File: config.mk
export PLATFORM = sky130hd
export DESIGN_NAME = layer_desc_decoder
export DESIGN_NICKNAME = d
export VERILOG_FILES = /design/src/rtl/layer_desc_decoder.sv
export SDC_FILE = /design/constraint.sdc
export NUM_CORES = 1
export LEC_CHECK = 0
export CAP_MARGIN = 20
export CELL_PAD_IN_SITES_DETAIL_PLACEMENT = 1
export CELL_PAD_IN_SITES_GLOBAL_PLACEMENT = 1
export CORE_UTILIZATION = 49
export CTS_CLUSTER_DIAMETER = 30
export DETAILED_ROUTE_END_ITERATION = 10
export PLACE_DENSITY_LB_ADDON = 0.1
export SLEW_MARGIN = 20
export SYNTH_ARGS = -nofsm -noshare
export SYNTH_HDL_FRONTEND = slang
export SYNTH_SLANG_ARGS = --single-unit
export TNS_END_PERCENT = 5
File: constraint.sdc
create_clock -name clk -period 11.3 [get_ports clk]
set_clock_uncertainty 0.2 [all_clocks]
set_input_delay 2.26 -clock clk [delete_from_list [all_inputs] [get_ports clk]]
set_output_delay 2.26 -clock clk [all_outputs]
set_load 0.02 [all_outputs]
File: src/rtl/layer_desc_decoder.sv
// Layer-descriptor decoder: derives padded/output dims, tile sizes, GLB-fitting tile_n and
// channel tile counts through one shared iterative restoring divider, behind valid/ready.
module layer_desc_decoder #(
   parameter int GLB_BYTES = 65536,
   parameter int BYTES_I   = 1,
   parameter int BYTES_W   = 1,
   parameter int BYTES_P   = 4,
   parameter int DIM_W     = 8,
   parameter int CH_W      = 11,
   parameter int DIV_W     = 32
) (
   input  logic              clk,
   input  logic              rst_n,
   input  logic              desc_valid_i,
   output logic              desc_ready_o,
   input  logic [1:0]        layer_type_i,
   input  logic [1:0]        kernel_i,
   input  logic [DIM_W-1:0]  in_R_i,
   input  logic [DIM_W-1:0]  in_C_i,
   input  logic [CH_W-1:0]   in_D_i,
   input  logic [CH_W-1:0]   out_K_i,
   input  logic [1:0]        stride_i,
   input  logic [1:0]        pad_T_i,
   input  logic [1:0]        pad_B_i,
   input  logic [1:0]        pad_L_i,
   input  logic [1:0]        pad_R_i,
   input  logic [3:0]        flags_i,
   output logic              cfg_valid_o,
   input  logic              cfg_ready_i,
   output logic [1:0]        layer_type_o,
   output logic [3:0]        flags_o,
   output logic [1:0]        kernel_o,
   output logic [DIM_W+1:0]  padded_R_o,
   output logic [DIM_W+1:0]  padded_C_o,
   output logic [DIM_W+1:0]  out_R_o,
   output logic [DIM_W+1:0]  out_C_o,
   output logic [6:0]        tile_D_o,
   output logic [6:0]        tile_K_o,
   output logic [DIV_W-1:0]  tile_n_o,
   output logic [CH_W-1:0]   num_tiles_D_o,
   output logic [CH_W-1:0]   num_tiles_K_o,
   output logic              err_o,
   output logic              busy_o
);

   // state  | meaning
   // IDLE   | waiting for a descriptor
   // SETUP  | dims, tile table, byte terms, error checks
   // DIV_R  | out_R = (padded_R - k) / stride + 1
   // DIV_C  | out_C = (padded_C - k) / stride + 1
   // DIV_N  | tile_n = ((GLB - T1 - T3) / T2) & ~3
   // DIV_TD | num_tiles_D = ceil(in_D / tile_D)
   // DIV_TK | num_tiles_K = ceil(out_K / tile_K)
   // DONE   | config presented until consumed
   typedef enum logic [2:0] {IDLE, SETUP, DIV_R, DIV_C, DIV_N, DIV_TD, DIV_TK, DONE} state_t;

   localparam int ODW   = DIM_W + 2;
   localparam int CNT_W = $clog2(DIV_W);
   localparam logic [DIV_W-1:0] GLB_W = DIV_W'(GLB_BYTES);
   localparam logic [DIV_W:0]   GLB_X = (DIV_W+1)'(GLB_BYTES);

   state_t state, state_nxt;

   logic [1:0]       lt_q, kern_q, stride_q, pad_t_q, pad_b_q, pad_l_q, pad_r_q;
   logic [DIM_W-1:0] in_r_q, in_c_q;
   logic [CH_W-1:0]  in_d_q, out_k_q;

   logic [1:0]       k_eff;
   logic [DIV_W-1:0] k_w, pr_w, pc_w, m_w, t1, t2, t3;
   logic [DIV_W:0]   fit_sum;
   logic [6:0]       td, tk, df, kf;
   logic             setup_err;

   logic [DIV_W-1:0] rem_q, quo_q, dvs_q, rem_nxt, quo_nxt, op_a, op_b;
   logic [DIV_W:0]   shifted;
   logic             ge, last, in_div, load;
   logic [CNT_W-1:0] cnt_q;

   assign desc_ready_o = (state == IDLE);
   assign busy_o       = (state != IDLE);

   always_comb begin
      k_eff = (lt_q == 2'd3) ? 2'd1 : kern_q;
      k_w   = DIV_W'(k_eff);
      pr_w  = DIV_W'(in_r_q) + DIV_W'(pad_t_q) + DIV_W'(pad_b_q);
      pc_w  = DIV_W'(in_c_q) + DIV_W'(pad_l_q) + DIV_W'(pad_r_q);
      case (lt_q)
         2'd1:    begin td = 7'd10; tk = 7'd10; df = 7'd1;  kf = 7'd10; end
         2'd2:    begin td = 7'd10; tk = 7'd10; df = 7'd10; kf = 7'd10; end
         default: begin td = 7'd32; tk = 7'd32; df = 7'd32; kf = 7'd32; end
      endcase
      m_w = (lt_q == 2'd0 || lt_q == 2'd3) ? DIV_W'(1) : DIV_W'(in_c_q) + DIV_W'(1);
      t1  = k_w * k_w * DIV_W'(df) * DIV_W'(kf) * DIV_W'(BYTES_W);
      t2  = DIV_W'(in_d_q) * DIV_W'(BYTES_I) + DIV_W'(out_k_q) * DIV_W'(BYTES_P);
      t3  = m_w * DIV_W'(2) * DIV_W'(in_d_q) * DIV_W'(BYTES_I);
      fit_sum   = {1'b0, t1} + {1'b0, t3};
      setup_err = (stride_q == 2'd0) || (lt_q != 2'd3 && kern_q == 2'd0) ||
                  (pr_w < k_w) || (pc_w < k_w) || (fit_sum >= GLB_X);
   end

   // Operands for the division that follows the current state.
   always_comb begin
      op_a = '0;
      op_b = DIV_W'(1);
      case (state)
         SETUP:  begin op_a = pr_w - k_w;        op_b = DIV_W'(stride_q); end
         DIV_R:  begin op_a = pc_w - k_w;        op_b = DIV_W'(stride_q); end
         DIV_C:  begin op_a = GLB_W - t1 - t3;   op_b = t2; end
         DIV_N:  begin op_a = DIV_W'(in_d_q) + DIV_W'(td) - DIV_W'(1);  op_b = DIV_W'(td); end
         DIV_TD: begin op_a = DIV_W'(out_k_q) + DIV_W'(tk) - DIV_W'(1); op_b = DIV_W'(tk); end
         default: ;
      endcase
   end

   always_comb begin
      shifted = {rem_q, quo_q[DIV_W-1]};
      ge      = (shifted >= {1'b0, dvs_q});
      rem_nxt = ge ? (shifted[DIV_W-1:0] - dvs_q) : shifted[DIV_W-1:0];
      quo_nxt = {quo_q[DIV_W-2:0], ge};
      last    = (cnt_q == '0);
      in_div  = (state == DIV_R) || (state == DIV_C) || (state == DIV_N) ||
                (state == DIV_TD) || (state == DIV_TK);
      load    = (state == SETUP && !setup_err) || (in_div && last && state != DIV_TK);
   end

   always_comb begin
      state_nxt = state;
      case (state)
         IDLE:    if (desc_valid_i) state_nxt = SETUP;
         SETUP:   state_nxt = setup_err ? DONE : DIV_R;
         DIV_R:   if (last) state_nxt = DIV_C;
         DIV_C:   if (last) state_nxt = DIV_N;
         DIV_N:   if (last) state_nxt = DIV_TD;
         DIV_TD:  if (last) state_nxt = DIV_TK;
         DIV_TK:  if (last) state_nxt = DONE;
         DONE:    if (cfg_valid_o && cfg_ready_i) state_nxt = IDLE;
         default: state_nxt = IDLE;
      endcase
   end

   always_ff @(posedge clk or negedge rst_n) begin
      if (!rst_n) state <= IDLE;
      else        state <= state_nxt;
   end

   always_ff @(posedge clk or negedge rst_n) begin
      if (!rst_n) begin
         lt_q <= '0; kern_q <= '0; stride_q <= '0;
         pad_t_q <= '0; pad_b_q <= '0; pad_l_q <= '0; pad_r_q <= '0;
         in_r_q <= '0; in_c_q <= '0; in_d_q <= '0; out_k_q <= '0;
         rem_q <= '0; quo_q <= '0; dvs_q <= '0; cnt_q <= '0;
         cfg_valid_o <= 1'b0; layer_type_o <= '0; flags_o <= '0; kernel_o <= '0;
         padded_R_o <= '0; padded_C_o <= '0; out_R_o <= '0; out_C_o <= '0;
         tile_D_o <= '0; tile_K_o <= '0; tile_n_o <= '0;
         num_tiles_D_o <= '0; num_tiles_K_o <= '0; err_o <= 1'b0;
      end else begin
         if (state == IDLE && desc_valid_i) begin
            lt_q <= layer_type_i; kern_q <= kernel_i; stride_q <= stride_i;
            pad_t_q <= pad_T_i; pad_b_q <= pad_B_i; pad_l_q <= pad_L_i; pad_r_q <= pad_R_i;
            in_r_q <= in_R_i; in_c_q <= in_C_i; in_d_q <= in_D_i; out_k_q <= out_K_i;
            layer_type_o <= layer_type_i;
            flags_o      <= flags_i;
            kernel_o     <= (layer_type_i == 2'd3) ? 2'd1 : kernel_i;
            padded_R_o <= '0; padded_C_o <= '0; out_R_o <= '0; out_C_o <= '0;
            tile_D_o <= '0; tile_K_o <= '0; tile_n_o <= '0;
            num_tiles_D_o <= '0; num_tiles_K_o <= '0; err_o <= 1'b0;
         end
         if (state == SETUP) begin
            if (setup_err) err_o <= 1'b1;
            else begin
               padded_R_o <= pr_w[ODW-1:0];
               padded_C_o <= pc_w[ODW-1:0];
               tile_D_o   <= td;
               tile_K_o   <= tk;
            end
         end
         if (load) begin
            rem_q <= '0;
            quo_q <= op_a;
            dvs_q <= op_b;
            cnt_q <= CNT_W'(DIV_W - 1);
         end else if (in_div && !last) begin
            rem_q <= rem_nxt;
            quo_q <= quo_nxt;
            cnt_q <= cnt_q - CNT_W'(1);
         end
         // Final quotient bit is taken straight from quo_nxt on the terminal count.
         if (in_div && last) begin
            case (state)
               DIV_R:  out_R_o <= quo_nxt[ODW-1:0] + ODW'(1);
               DIV_C:  out_C_o <= quo_nxt[ODW-1:0] + ODW'(1);
               DIV_N: begin
                  tile_n_o <= {quo_nxt[DIV_W-1:2], 2'b00};
                  if (quo_nxt[DIV_W-1:2] == '0) err_o <= 1'b1;
               end
               DIV_TD: num_tiles_D_o <= quo_nxt[CH_W-1:0];
               DIV_TK: num_tiles_K_o <= quo_nxt[CH_W-1:0];
               default: ;
            endcase
         end
         if (state == DONE && !cfg_valid_o)      cfg_valid_o <= 1'b1;
         else if (cfg_valid_o && cfg_ready_i)    cfg_valid_o <= 1'b0;
      end
   end

endmodule
==> metrics, run 1 <==
total die area=42,300 um^2; most common cell in the synthesized netlist=sky130_fd_sc_hd__nand2_1; kind of start point of the critical path=flip-flop; Wirelength per Cell=23.3 um; post-route minimum period=about 10 ns; worst skew pair latency=a little over 0.6 ns; max-cap viol count=0; post-synthesis sequential element count=254; number of gates resized after cts=0; wire length of the first global-routing pass=approximately 110,000 um; crit-path max cell delay=around 0.76 ns; die span in x=206 um; Final GP Congestion=0.914; Synth Cell Area=20,300 um^2; type of the worst min-delay path=reg2reg; count of mapped cells out of synthesis=2,258; portion of the post-synthesis area used by sequential elements=0.313; element type at the critical path end=flip-flop; CP Data Required Time=11.60 ns; top cells by instance count after synthesis=sky130_fd_sc_hd__nand2_1, sky130_fd_sc_hd__dfrtp_1, sky130_fd_sc_hd__inv_1; GRT overflow=0; synthesis-to-layout area growth=21.2%; post-CTS clock slew at the launch and capture registers of the worst setup and hold paths=0.05 ns; headroom to the max-slew limit=0.270; # Post-CTS Setup Buffers=0; total wire length=about 70,000 um; average instance area after synthesis=9.00 um^2; number of antenna violations at the first check in global routing=1; vias in the first global route=~20,000; total inserted antenna cells=0; share of final-layout standard cells stronger than drive strength 1=0.0866; largest net degree at the start of global routing=100; unrepaired setup endpoints after global routing=false; cell type with the highest aggregate area in the netlist=sky130_fd_sc_hd__dfrtp_1; leading post-synthesis cells by cell area=sky130_fd_sc_hd__dfrtp_1, sky130_fd_sc_hd__ha_1, sky130_fd_sc_hd__fa_1; effective utilization at floorplan=0.497; total routing usage reported by global routing=0.332; post-synthesis cell type count=86; Slowest cell on crit path=sky130_fd_sc_hd__nand2_1; Final Hold Fails=0; router iterations before antenna repair=5; CTS buffer count=61; final setup vio count=0; H-Tree Level Count=2; Hold Buf Count CTS=0; DRC Markers=0; IO buf count=around 180; pin slew with the least headroom to its limit=between 1 and 1.5 ns; Main synth FF type=sky130_fd_sc_hd__dfrtp_1; Max Clock Freq=roughly 100 MHz; run status=finished clean; height of the die=206 um; row count=74; filler cell count in the final layout=4,578; core box area=40,900 um^2; critical setup path kind=reg2reg; share of async-settable or async-resettable flops after synthesis=1.00; clock tree from TritonCTS=done; number of vias after detailed routing=18,000; number of top-level pins=180; Slew Viols, Final=0; number of nets in the layout=2,745; largest driver fanout on the critical path=51; cell chosen for the clock root=sky130_fd_sc_hd__clkbuf_16; data arrival time of the worst path=10.29 ns; post-route antenna net violation count=0; Warnings, synthesis=0; DP HPWL=roughly 50,000 um; number of synthesized flops with an enable pin=0; total clock sinks=254; area fraction of the dominant cell type after synthesis=0.313; mean number of vias per cell=6.01; final setup TNS=0 ns; starting DRC count in detailed routing=1,220; number of buffers on the longest clock path=3; final period utilization=0.884
flip-flops by register name (all words and copies together) (netlist names), 10 cells and up:
name	cells
num_tiles_D_o	11
dvs_q	14
num_tiles_K_o	11
quo_q	32
out_R_o	10
out_C_o	10
out_k_q	11
in_d_q	11
tile_n_o	32
padded_C_o	10
padded_R_o	10
rem_q	32
metal layers:
| metal | up-vias | wire, um | global-route usage |
|---|---|---|---|
| met5 | - | 8 | 0 |
| met4 | 2 | 3310 | 0.167 |
| met3 | 180 | 3520 | 0.0557 |
| met2 | 542 | 35000 | 0.574 |
| met1 | 9140 | 28000 | 0.396 |
| li1 | 8170 | - | - |
per-stage QoR:
stage / area [um^2] / worst slack (ns) / hold slack [ns] / utilization / instances
5_1_grt: 24700 / 0.830 / 0.320 / 0.602 / 3002
3_5_place_dp: 22500 / 1.53 / 0.274 / 0.551 / 2889
2_1_floorplan: 20400 / 3.49 / 0.269 / - / 2268
3_3_place_gp: 22500 / 2.03 / 0.263 / 0.550 / 2889
4_1_cts: 24600 / 1.41 / 0.299 / 0.602 / 3002
6_report: 24700 / 1.31 / 0.298 / 0.602 / 3002
worst paths after layout:
kind	from	end	slack (ns)	cells after the start
worst max-delay path	lt_q[0]$_DFFE_PN0P_	rem_q[5]$_DFFE_PN0P_	1.31	30
worst min-delay path	dvs_q[7]$_DFFE_PN0N_	dvs_q[7]$_DFFE_PN0N_	0.30	2
worst max register to register	lt_q[0]$_DFFE_PN0P_	rem_q[5]$_DFFE_PN0P_	1.31	30
worst min register to register	dvs_q[7]$_DFFE_PN0N_	dvs_q[7]$_DFFE_PN0N_	0.30	2
max in group asynchronous	rst_n	num_tiles_K_o[8]$_DFF_PN0_	7.83	2
min in group asynchronous	rst_n	rem_q[24]$_DFFE_PN0P_	1.49	1
placed cells by master, fill, tap and decap left out, drive strengths merged, types with 60 or more instances in the layout:
master and instances:
nand3 103, a21oi 87, dfrtp 254, nor2 123, inv 197, mux2 60
xnor2 97, clkdlybuf4s50 178, fa 85, nand2 280, ha 180, nor3 75
o21ai 106, clkbuf 80
worst max-delay path: cells and delay by family (launching register included):
kind                       cells  cell delay, ns
AOI/OAI and AO/OA              9            1.94
buffers and inverters          6            1.67
adders and majority gates      7            3.41
DFF                            1            0.41
and+or+nand+nor                7            2.02
xor gates and xnor gates       1            0.16
logic make-up (layout without fill, tap and decap cells):
kind of cell | after synthesis | after routing | synth area share
simple gates | 741 | 741 | 0.171
buf+inv | 300 | 502 | 0.0572
compound gates | 442 | 442 | 0.144
flops | 254 | 254 | 0.313
xor+xnor | 141 | 141 | 0.0607
fa+ha+maj | 265 | 265 | 0.194
other cells | 2 | 12 | 0.000369
mux | 113 | 113 | 0.0593
layout make-up:
type / instances / area (um^2) / area share
clock buffer: 80 / 1770 / 0.0717
clock inverter: 33 / 343 / 0.0139
inverter: 197 / 739 / 0.0300
multi-input combinational: 1714 / 12900 / 0.523
sequential: 254 / 6360 / 0.258
tap: 532 / 666 / 0.0270
timing repair buffer: 192 / 1900 / 0.0770
Power of run 1 is not shown: default switching activity piles up to over one toggle a cycle in this logic, so the estimate is an artifact.
==> inputs of run 2 (changes only) <==
--- a/config.mk
+++ b/config.mk
@@ -8,9 +8,11 @@
 export CAP_MARGIN = 20
 export CELL_PAD_IN_SITES_DETAIL_PLACEMENT = 1
 export CELL_PAD_IN_SITES_GLOBAL_PLACEMENT = 1
-export CORE_UTILIZATION = 49
+export CORE_MARGIN = 4
+export CORE_UTILIZATION = 54
 export CTS_CLUSTER_DIAMETER = 30
 export DETAILED_ROUTE_END_ITERATION = 10
+export DONT_BUFFER_PORTS = 1
 export PLACE_DENSITY_LB_ADDON = 0.1
 export SLEW_MARGIN = 20
 export SYNTH_ARGS = -nofsm -noshare
==> run 2 against run 1 <==
Register-to-register slack gained 0.38 ns. Via count shrank 2.0%. First-iteration DRC count grew 7.9%. Sequential share of layout area grew 2.2 points. Sequential cell count is the same. Final cell count shrank 7.0%. Global-route usage shrank 0.15 points. Fmax grew 4.0%. Critical path depth grew 1. Count of clock-buffer cells in the layout shrank 7. Worst setup slack gained 0.38 ns. Non-clock buffer count shrank 180.
==> metrics, run 2 (synthesized netlist as in run 1, its figures left out) <==
Sequential Area=6360 um^2 (unchanged); Worst R2R Start=lt_q[0]$_DFFE_PN0P_; Slowest cell on crit path=sky130_fd_sc_hd__a221oi_2; core occupancy in the finished layout=0.617 (+0.0143); max-cap viol count=0 (unchanged); number of top-level pins=180 (unchanged); number of nets in the layout=2,564 (-6.6%); DP HPWL=47,700 um (-4.0%); row count=70 (-5.4%); final setup TNS=0 ns (unchanged); synthesis-to-layout area growth=11.8%; # Post-CTS Setup Buffers=0 (unchanged); cell chosen for the clock root=sky130_fd_sc_hd__clkbuf_16; CP Data Required Time=11.55 ns (-0.05 ns); filler cell count in the final layout=4,162 (-9.1%); run status=finished clean; Wirelength per Cell=24.6 um (+6.0%); number of buffers on the longest clock path=3 (unchanged); Final Hold Fails=0 (unchanged); mean number of vias per cell=6.33 (+5.4%); DRC Markers=0 (unchanged); most frequent cells in the layout=sky130_fd_sc_hd__nand2_1, sky130_fd_sc_hd__dfrtp_1, sky130_fd_sc_hd__inv_1; unrepaired setup endpoints after global routing=false; largest driver fanout on the critical path=50 (-2.0%); most common cell after layout, fill and taps aside=sky130_fd_sc_hd__nand2_1; end of the worst register-to-register path=quo_q[24]$_DFFE_PN0P_; number of antenna violations at the first check in global routing=2 (+1); depth of the worst hold-timing path=2 (unchanged); CTS buffer count=60 (-1.6%); Hold Buf Count CTS=0 (unchanged); effective utilization at floorplan=0.551 (+0.0546); kind of start point of the critical path=flip-flop; largest net degree at the start of global routing=255 (+160%); final setup vio count=0 (unchanged); starting DRC count in detailed routing=1,316 (+7.9%); H-Tree Level Count=2 (unchanged); type of the worst min-delay path=reg2reg; crit-path max cell delay=0.88 ns (+0.12 ns); IO buf count=0 (-100%); post-route minimum period=9.61 ns (-0.381 ns); final period utilization=0.850 (-0.0338); element type at the critical path end=flip-flop; wire length of the first global-routing pass=108,000 um (about the same); total routing usage reported by global routing=0.330 (-0.00152); Final GP Congestion=0.940 (+2.9%); number of gates resized after cts=0 (unchanged); share of final-layout standard cells stronger than drive strength 1=0.0884 (+0.00176); final worst setup slack=1.69 ns (+0.381 ns); area used by multi-input combinational logic=12,900 um^2 (about the same); post-CTS clock slew at the launch and capture registers of the worst setup and hold paths=0.05 ns (about the same); worst skew pair latency=0.63 ns (+0.02 ns); die span in x=202 um (-1.8%); FF-to-FF setup slack=1.69 ns (+0.38 ns); Max Clock Freq=104 MHz (+4.0%); fin area=22,700 um^2 (-7.8%); GRT overflow=0 (unchanged); total die area=40,800 um^2 (-3.5%); total clock sinks=254 (unchanged); top flop regs=quo_q x32, rem_q x32, tile_n_o x32; post-route antenna net violation count=0 (unchanged); startpoint of the lowest-slack hold path=dvs_q[8]$_DFFE_PN0N_; clock tree from TritonCTS=done; critical setup path kind=reg2reg; pre-CTS setup slack=1.78 ns (+0.248 ns); router iterations before antenna repair=7 (+2); core box area=36,900 um^2 (-9.9%); DP Area=20,700 um^2 (-8.2%); WHS Endpoint=dvs_q[8]$_DFFE_PN0N_; FF-to-FF path depth=31 (+3.3%); total wire length=68,800 um (-1.5%); headroom to the max-slew limit=0.303 (+0.0329); number of vias after detailed routing=17,700 (-2.0%); height of the die=202 um (-1.8%); vias in the first global route=19,100 (-2.0%); pin slew with the least headroom to its limit=1.05 ns (-0.0415 ns); data arrival time of the worst path=9.85 ns (-0.44 ns); Slew Viols, Final=0 (unchanged)
==> run 2: cell types whose count changed in the layout (fill, tap and decap cells not counted), moves of 2 or more <==
cell	before	now
sky130_fd_sc_hd__clkbuf_8	17	6
sky130_fd_sc_hd__clkinvlp_4	12	9
sky130_fd_sc_hd__bufinv_16	4	6
sky130_fd_sc_hd__clkdlybuf4s50_1	178	0
sky130_fd_sc_hd__diode_2	0	2
sky130_fd_sc_hd__clkbuf_1	2	7
sky130_fd_sc_hd__clkinv_16	1	3
sky130_fd_sc_hd__clkinv_2	13	15
==> run 2: worst max path at each step <==
| stage | from | endpoint | slack (ns) | cells after the start |
|---|---|---|---|---|
| 4_1_cts | lt_q[0]$_DFFE_PN0P_ | dvs_q[2]$_DFFE_PN0N_ | 1.62 | 29 |
| 3_5_place_dp | lt_q[0]$_DFFE_PN0P_ | quo_q[24]$_DFFE_PN0P_ | 1.78 | 29 |
| 3_3_place_gp | lt_q[0]$_DFFE_PN0P_ | dvs_q[10]$_DFFE_PN0N_ | 2.05 | 30 |
| 2_1_floorplan | lt_q[0]$_DFFE_PN0P_ | dvs_q[10]$_DFFE_PN0N_ | 3.49 | 33 |
| 5_1_grt | lt_q[0]$_DFFE_PN0P_ | quo_q[28]$_DFFE_PN0P_ | 1.16 | 35 |
| 6_report | lt_q[0]$_DFFE_PN0P_ | quo_q[24]$_DFFE_PN0P_ | 1.69 | 31 |
==> run 2: metrics by stage <==
stage               hold slack (ns)  cells
floorplan                     0.269   2268
global placement              0.286   2681
detailed placement            0.298   2681
CTS                           0.327   2789
global route                  0.354   2791
finish                        0.323   2791
==> run 2: cell type report <==
cell class              count  area share
diodes                      2    0.000220
flip-flops and latches    254       0.280
clock buffers              73      0.0708
well taps                 504      0.0277
repair buffers             12     0.00396
inverters                 197      0.0325
multi-input cells        1714       0.566
clock inverters            35      0.0189
==> run 2: worst max-delay path: cells and delay by family (launching register included) <==
| family | cells | cell delay (ns) |
|---|---|---|
| buffers and inverters | 4 | 0.82 |
| adder cells (fa/ha/maj) | 7 | 3.19 |
| XOR/XNOR | 1 | 0.28 |
| AO/OA/AOI/OAI | 12 | 3.18 |
| AND/OR/NAND/NOR | 7 | 1.18 |
| flip-flops | 1 | 0.53 |
==> run 2: metal layers <==
layer | vias to the layer above | wire length [um] | GRT usage
met4 | 0 | 3620 | 0.154
met5 | - | 0 | 0
met2 | 714 | 33900 | 0.564
met3 | 223 | 4800 | 0.0592
li1 | 7811 | - | -
met1 | 8922 | 26500 | 0.407
Power of run 2 is left out for the same reason.
